===== src/rtl/pwm_dac_pkg.sv =====
// Shared definitions for the PWM output stage and the sample producers feeding it.
package pwm_dac_pkg;

   localparam int N_FRAC_DEFAULT = 7;

   typedef enum logic [1:0] {
      IDLE  = 2'd0,
      PRIME = 2'd1,
      RUN   = 2'd2
   } state_e;

   // Signed two's-complement sample of the given width to offset-binary duty.
   function automatic logic [31:0] offset_binary(input logic [31:0] sample, input int unsigned width);
      return sample ^ (32'd1 << (width - 1));
   endfunction

endpackage


===== src/rtl/period_counter.sv =====
// Free-running W-bit counter with synchronous clear/hold and a terminal-count flag.
module period_counter #(
   parameter int W = 8
) (
   input  logic         clk_i,
   input  logic         rst_i,
   input  logic         clr_i,
   input  logic         en_i,
   output logic [W-1:0] cnt_o,
   output logic         wrap_o
);

   logic [W-1:0] cnt_q, cnt_d;

   always_comb begin
      cnt_d = cnt_q;
      if (clr_i) begin
         cnt_d = '0;
      end else if (en_i) begin
         cnt_d = cnt_q + W'(1);
      end
   end

   always_ff @(posedge clk_i or negedge rst_i) begin
      if (!rst_i) begin
         cnt_q <= '0;
      end else begin
         cnt_q <= cnt_d;
      end
   end

   assign cnt_o  = cnt_q;
   assign wrap_o = (cnt_q == {W{1'b1}});

endmodule


===== src/rtl/pwm_dac.sv =====
// PWM output stage: requests one sample per period, double-buffers it and drives a
// pulse whose high time equals the offset-binary duty of the current sample.
module pwm_dac
   import pwm_dac_pkg::*;
#(
   parameter int N_FRAC = N_FRAC_DEFAULT
) (
   input  logic          clk_i,
   input  logic          rst_i,
   input  logic          enable_i,
   input  logic [N_FRAC:0] data_i,
   input  logic          data_in_valid_strobe_i,
   input  logic          underrun_clr_i,
   output logic          next_data_strobe_o,
   output logic          pwm_o,
   output logic          underrun_o
);

   localparam int W = N_FRAC + 1;

   state_e       state_q, state_d;
   logic [W-1:0] pending_q, pending_d;
   logic         pending_vld_q, pending_vld_d;
   logic [W-1:0] active_q, active_d;
   logic         underrun_q, underrun_d;
   logic [W-1:0] cnt;
   logic         wrap;
   logic         cnt_clr;
   logic [W-1:0] duty_in;

   assign duty_in = W'(offset_binary(32'(data_i), W));
   assign cnt_clr = (state_q == IDLE) || !enable_i;

   period_counter #(.W(W)) u_period_counter (
      .clk_i  (clk_i),
      .rst_i  (rst_i),
      .clr_i  (cnt_clr),
      .en_i   (1'b1),
      .cnt_o  (cnt),
      .wrap_o (wrap)
   );

   always_comb begin
      state_d       = state_q;
      pending_d     = pending_q;
      pending_vld_d = pending_vld_q;
      active_d      = active_q;
      underrun_d    = underrun_q;

      // A set later in this block overrides the clear.
      if (underrun_clr_i) begin
         underrun_d = 1'b0;
      end

      case (state_q)
         IDLE: begin
            if (enable_i) begin
               state_d = PRIME;
            end
         end
         default: begin
            if (!enable_i) begin
               state_d       = IDLE;
               pending_vld_d = 1'b0;
               active_d      = '0;
            end else if (wrap) begin
               pending_vld_d = 1'b0;
               if (data_in_valid_strobe_i) begin
                  active_d = duty_in;
                  state_d  = RUN;
               end else if (pending_vld_q) begin
                  active_d = pending_q;
                  state_d  = RUN;
               end else if (state_q == RUN) begin
                  underrun_d = 1'b1;
               end
            end else if (data_in_valid_strobe_i) begin
               pending_d     = duty_in;
               pending_vld_d = 1'b1;
            end
         end
      endcase
   end

   always_ff @(posedge clk_i or negedge rst_i) begin
      if (!rst_i) begin
         state_q       <= IDLE;
         pending_q     <= '0;
         pending_vld_q <= 1'b0;
         active_q      <= '0;
         underrun_q    <= 1'b0;
      end else begin
         state_q       <= state_d;
         pending_q     <= pending_d;
         pending_vld_q <= pending_vld_d;
         active_q      <= active_d;
         underrun_q    <= underrun_d;
      end
   end

   // Outputs decode registers only, so reset drops them without waiting for an edge.
   assign next_data_strobe_o = (state_q != IDLE) && (cnt == '0);
   assign pwm_o              = (state_q == RUN) && (cnt < active_q);
   assign underrun_o         = underrun_q;

endmodule


===== config.mk =====
export PLATFORM = sky130hd
export DESIGN_NAME = pwm_dac
export DESIGN_NICKNAME = d
export VERILOG_FILES = /design/src/rtl/pwm_dac_pkg.sv /design/src/rtl/period_counter.sv /design/src/rtl/pwm_dac.sv
export SDC_FILE = /design/constraint.sdc
export NUM_CORES = 1
export LEC_CHECK = 0
export ABC_AREA = 1
export CAP_MARGIN = 20
export CORE_MARGIN = 2
export CORE_UTILIZATION = 55
export DETAILED_ROUTE_END_ITERATION = 8
export PLACE_DENSITY_LB_ADDON = 0.15
export SLEW_MARGIN = 0
export SYNTH_ARGS = -nofsm -noshare
export SYNTH_HDL_FRONTEND = slang
export SYNTH_SLANG_ARGS = --single-unit

===== constraint.sdc =====
create_clock -name clk_i -period 3.6 [get_ports clk_i]
set_input_delay 0.72 -clock clk_i [delete_from_list [all_inputs] [get_ports clk_i]]
set_output_delay 0.72 -clock clk_i [all_outputs]
set_load 0.02 [all_outputs]

==> qor.yml <==
wl_per_cell_um: 11.9
ys_warn_count: 0
p_leak_nw: 0.950
ir_worst_vdd_uv: 509
syn_nets: 235
avgSynthCellArea_um2: 7.55
die_height_um: 58.1
htreeDepth: 1
holdPathStages: 2
rsz0062_at_grt: "no"
grt_util_all_layers: 0.211
core_mm2: 0.00276
fp-row-count: 19
yosysTopAreaCellShare: 0.435
dieArea_mm2: 0.00337
via_per_inst: 5.11
cts_tree: "done"
finClkSkew_ps: 1.46
finalWorstSetupSlack_ps: 807
cts_setup_buffers: 0
dp_slack_ps: 1200
synthTopCellsByArea: "dfrtp_1 44%, nand2_1 15%, ha_1 7.0%, inv_1 7.0%, nor2_1 5.8%"
slew_violations: 0
max_slew.worst_pin.slew_ps: 613
finalWirelength_mm: 3.09
slew_headroom: 0.590
startpoint: "u_period_counter.cnt_o[6]$_DFF_PN0_"
die_w_um: 58.1
multi_input_area_um2: 763
drv_cap: 0
reg2reg_to: "active_q[1]$_DFFE_PN0P_"
numCtsBuffers: 3
nFillCells: 260
layout_commonest_cell: "nand2_1"
postCtsResizedCells: 0
final.setup.tns_ps: 0
setup_viol: 0
antenna_found_initial: 0
layout_common_cells: "66 x nand2_1, 30 x inv_1, 28 x dfrtp_1"
critPathMaxFanout: 5
cts_root_buf: "clkbuf_4"
netlist_area_mm2: 0.00161
nNetsFinal: 253
crit_end: "pwm_o"
grt_pass1_wl_mm: 5.47
whs_ps: 491
pwr-share-clk: 0.141
fin_crit_sh: 0.776
portBuffers: 15
seq_area_frac_synth: 0.435
power_density_mw_per_mm2: 589
drtAntennaViolNets: 0
seq_power_share: 0.450
pwr-share-comb: 0.409
synthesis.instances: 213
r2r_slack_ps: 2020
worstPathRequired_ps: 2880
status: "completed"
place.gp.congestion: 0.947
drc: 0
grt_max_degree: 29
period_needed_ps: 2790
ys_seq_elements: 28
reg2regPathDepth: 8
start_util: 0.583
max_freq_mhz: 358
path_class: "flop to output port"
diodes: 0
internal_power_mw: 0.653
hold_buffers: 0
clk_latency_ps: 320
p_switching_mw: 0.419
num_io_pins: 16
regArea_um2: 701
drive_gt1_frac: 0.0913
clk_pin_slew_ps: 140
timing.rr.start: "u_period_counter.cnt_o[0]$_DFF_PN0_"
cts_sinks: 28
drtIter0Drc: 52
hold_viol: 0
end_kind: "output port"
synth_area_leader_cell: "dfrtp_1"
startpoint_type: "flop"
hold_class: "flop to flop"
dp_hpwl_mm: 2.40
crit_arrival_ps: 2070
first_pass_iters: 4
gr-total-overflow: 0
clk_path_buf_depth: 2
switching_share: 0.391
ys_types: 20
route.vias.total: 1334
grt_pass1_vias: 1253
syn_to_final_growth_pct: 13.1
==> registers in the layout (all words and copies together) (netlist names) <==
signal,cells
pending_q,8
state_q,2
active_q,8
underrun_o,1
u_period_counter.cnt_o,8
pending_vld_q,1
==> through the flow <==
step                std cells  utilization  total power [mW]  cell area, um2
floorplan                 213            -             0.805            1610
global placement          257        0.647             0.905            1780
global route              261        0.660              1.18            1820
finish                    261        0.660              1.07            1820
CTS                       261        0.660              1.08            1820
detailed placement        257        0.647             0.930            1780
==> cells in the mapped netlist, drive strengths merged <==
cell type and n:
nand3 14, a21oi 5, nand2 69, nor2 26
o21a 1, buf 3, nor3 3, ha 9
nand4 2, o21ai 19, dfrtp 28, inv 33
o22ai 1
==> layout make-up <==
| class | instances | share of cell area |
|---|---|---|
| inverters | 33 | 0.0680 |
| multi-input cells | 149 | 0.419 |
| repair buffers | 16 | 0.0866 |
| flip-flops and latches | 28 | 0.385 |
| well taps | 31 | 0.0213 |
| clock buffers | 4 | 0.0199 |
==> critical path: stages (launching register included) <==
cell and delay (ps):
dfrtp_1 450, ha_1 330, nand2_1 70, nand2_1 60
nand2_1 50, nand3_1 60, a21oi_1 110, clkdlybuf4s50_1 610
==> power by group through the flow <==
stage	clock network (mW)	registers [mW]	logic (mW)
2_1_floorplan	0	0.472	0.333
3_3_place_gp	0	0.482	0.423
3_5_place_dp	0	0.489	0.441
4_1_cts	0.157	0.482	0.443
5_1_grt	0.168	0.499	0.508
6_report	0.151	0.482	0.438
==> cells by family (layout without fill, tap and decap cells) <==
logic type | Yosys count | in the layout | share of synthesized area
compound gates | 26 | 26 | 0.102
flops | 28 | 28 | 0.435
fa+ha+maj | 9 | 9 | 0.0700
simple gates | 114 | 114 | 0.302
buf+inv | 36 | 53 | 0.0902
==> routing by layer <==
layer  vias to the layer above  global-route usage  wire length (um)
met1                       611               0.273              1390
met5                         -                   0                 0
li1                        700                   -                 -
met3                         2              0.0268                76
met2                        21               0.372              1620
met4                         0              0.0598                 2
==> how the worst min path moves through the flow <==
stage / from / to / slack, ps
final: active_q[0]$_DFFE_PN0P_ / active_q[0]$_DFFE_PN0P_ / 490
after global routing: active_q[3]$_DFFE_PN0P_ / active_q[3]$_DFFE_PN0P_ / 520
after floorplan: rst_i / active_q[0]$_DFFE_PN0P_ / 420
after CTS: active_q[6]$_DFFE_PN0P_ / active_q[6]$_DFFE_PN0P_ / 500
after global placement: pending_q[3]$_DFFE_PN0P_ / pending_q[3]$_DFFE_PN0P_ / 460
after detailed placement: active_q[0]$_DFFE_PN0P_ / active_q[0]$_DFFE_PN0P_ / 460
Note: power is estimated with default switching activity, not from simulation.
==> RTL edit (same settings) <==
Change the package constant `N_FRAC_DEFAULT` from 7 to 8.
--- a/src/rtl/pwm_dac_pkg.sv
+++ b/src/rtl/pwm_dac_pkg.sv
@@ -3,3 +3,3 @@
 
-   localparam int N_FRAC_DEFAULT = 7;
+   localparam int N_FRAC_DEFAULT = 8;
 
Interface: changed (resized data_i); port bits go from 16 to 17. The function was not compared with the original's and may differ.
==> RTL edit against the original RTL <==
Power increased by 17%. Hold slack lost 0.0053 ns. Sequential share of layout area increased by 0.36 points. Register-to-register slack worse by 0.50 ns. Synthesized area is 9.4% higher. Worst setup slack lost 0.062 ns. First-iteration DRC count grew 79%. Core utilization down 0.61 points. Via count grew 5.6%. Sequential cell count up 3. Critical path depth unchanged. Synthesized cell count is 0.47% lower. Wire length up 6.7%. Design area increased by 9.7%. Critical endpoint unchanged.
==> RTL edit: results (changes against the original RTL) <==
INFO  metric vdd.ir_drop.worst = 296 uV (was 509 uV)
INFO  metric port-buffer-count = 16 (was 15)
INFO  metric r2r_endpoint = pending_q[7] (was active_q[1])
INFO  metric numCtsBuffers = 5 (was 3)
INFO  metric finalNetCount = 258 (was 253)
INFO  metric finalHoldWorstSlack = 0.486 ns (was 0.491 ns)
INFO  metric post_dp_cell_area = 1950 sq um (was 1780 sq um)
INFO  metric run_status = finished clean (unchanged)
INFO  metric globalplace.congestion = 0.886 (was 0.947)
INFO  metric synth_nets = 237 (was 235)
INFO  metric crit_fanout = 3 (was 5)
INFO  metric net-switching-power = 0.496 mW (was 0.419 mW)
INFO  metric total_leakage_power = 0.990 nW (was 0.950 nW)
INFO  metric drive_above_1_share = 15.0% (was 9.13%)
INFO  metric r2r_cells = 12 (was 8)
INFO  metric max_slew.worst_pin.slew = 0.524 ns (was 0.613 ns)
INFO  metric dr.first_iter.drc_count = 93 (was 52)
INFO  metric detail_route.vias_per_cell = 5.07 (was 5.11)
INFO  metric groute.usage.overall = 21.8% (was 21.1%)
INFO  metric fin_skew = 0.0124 ns (was 0.00146 ns)
INFO  metric synth-seq-area-share = 44.1% (was 43.5%)
INFO  metric routed-via-count = 1409 (was 1334)
INFO  metric hold_end = pending_q[4] (was active_q[0])
INFO  metric cts.clk_slew.worst_paths = 0.10 ns (was 0.14 ns)
INFO  metric detailedPlacementHpwl = 2510 um (was 2400 um)
INFO  metric data_arrival_time_of_the_critical_path = 2.13 ns (was 2.07 ns)
INFO  metric synth_top_cells_by_area = sky130_fd_sc_hd__dfrtp_1 (44%), sky130_fd_sc_hd__nand2_1 (9.4%), sky130_fd_sc_hd__o21ai_2 (8.0%), sky130_fd_sc_hd__ha_1 (7.8%), sky130_fd_sc_hd__inv_1 (7.7%) (was sky130_fd_sc_hd__dfrtp_1 (44%), sky130_fd_sc_hd__nand2_1 (15%), sky130_fd_sc_hd__ha_1 (7.0%), sky130_fd_sc_hd__inv_1 (7.0%), sky130_fd_sc_hd__nor2_1 (5.8%))
INFO  metric worstSetupStartpoint = u_period_counter.cnt_o[8] (was u_period_counter.cnt_o[6])
INFO  metric synth_top_cells_by_count = sky130_fd_sc_hd__nand2_1 (44), sky130_fd_sc_hd__inv_1 (36), sky130_fd_sc_hd__dfrtp_1 (31) (was sky130_fd_sc_hd__nand2_1 (66), sky130_fd_sc_hd__inv_1 (30), sky130_fd_sc_hd__dfrtp_1 (28))
[RTL edit: per-stage QoR]
stage,util [%],setup slack (ns),power (mW)
floorplan,-,1.61,0.949
global placement,63.8,1.15,1.05
detailed placement,63.8,1.12,1.08
CTS,65.4,0.748,1.27
global route,65.4,0.598,1.37
finish,65.4,0.746,1.25
[RTL edit: final cells by class]
type | instances | area share (%)
clock buffer | 7 | 2.26
clock inverter | 1 | 0.251
inverter | 39 | 7.58
multi-input combinational | 139 | 39.9
sequential | 31 | 38.8
tap | 44 | 2.76
timing repair buffer | 17 | 8.40
[RTL edit: cell families (layout without fill, tap and decap cells)]
| kind of cell | after synthesis | after routing | synth area share, % |
|---|---|---|---|
| and+or+nand+nor | 89 | 89 | 22.7 |
| buffers and inverters | 42 | 64 | 10.7 |
| AOI/OAI and AO/OA | 39 | 39 | 14.8 |
| DFF | 31 | 31 | 44.1 |
| adders and majority gates | 11 | 11 | 7.82 |
[RTL edit: tightest hold or removal path: cells and delay by family (launching register included)]
kind               cells  cell delay (ns)
and+or+nand+nor        1             0.06
AOI/OAI and AO/OA      1             0.05
DFF                    1             0.35
[RTL edit: metal layers]
layer,up-vias,track usage (%),part of all wire (%)
met5,-,0,0
met4,0,9.32,1.8
met3,8,4.48,4.2
met2,32,36.9,49
met1,658,27.0,45
li1,711,-,-
[RTL edit: power groups by stage]
stage / clock (mW) / combinational, mW / sequential [mW]
after floorplan: 0 / 0.423 / 0.526
after global placement: 0 / 0.512 / 0.536
after detailed placement: 0 / 0.534 / 0.541
after CTS: 0.196 / 0.537 / 0.534
after global routing: 0.213 / 0.610 / 0.549
final: 0.190 / 0.528 / 0.533
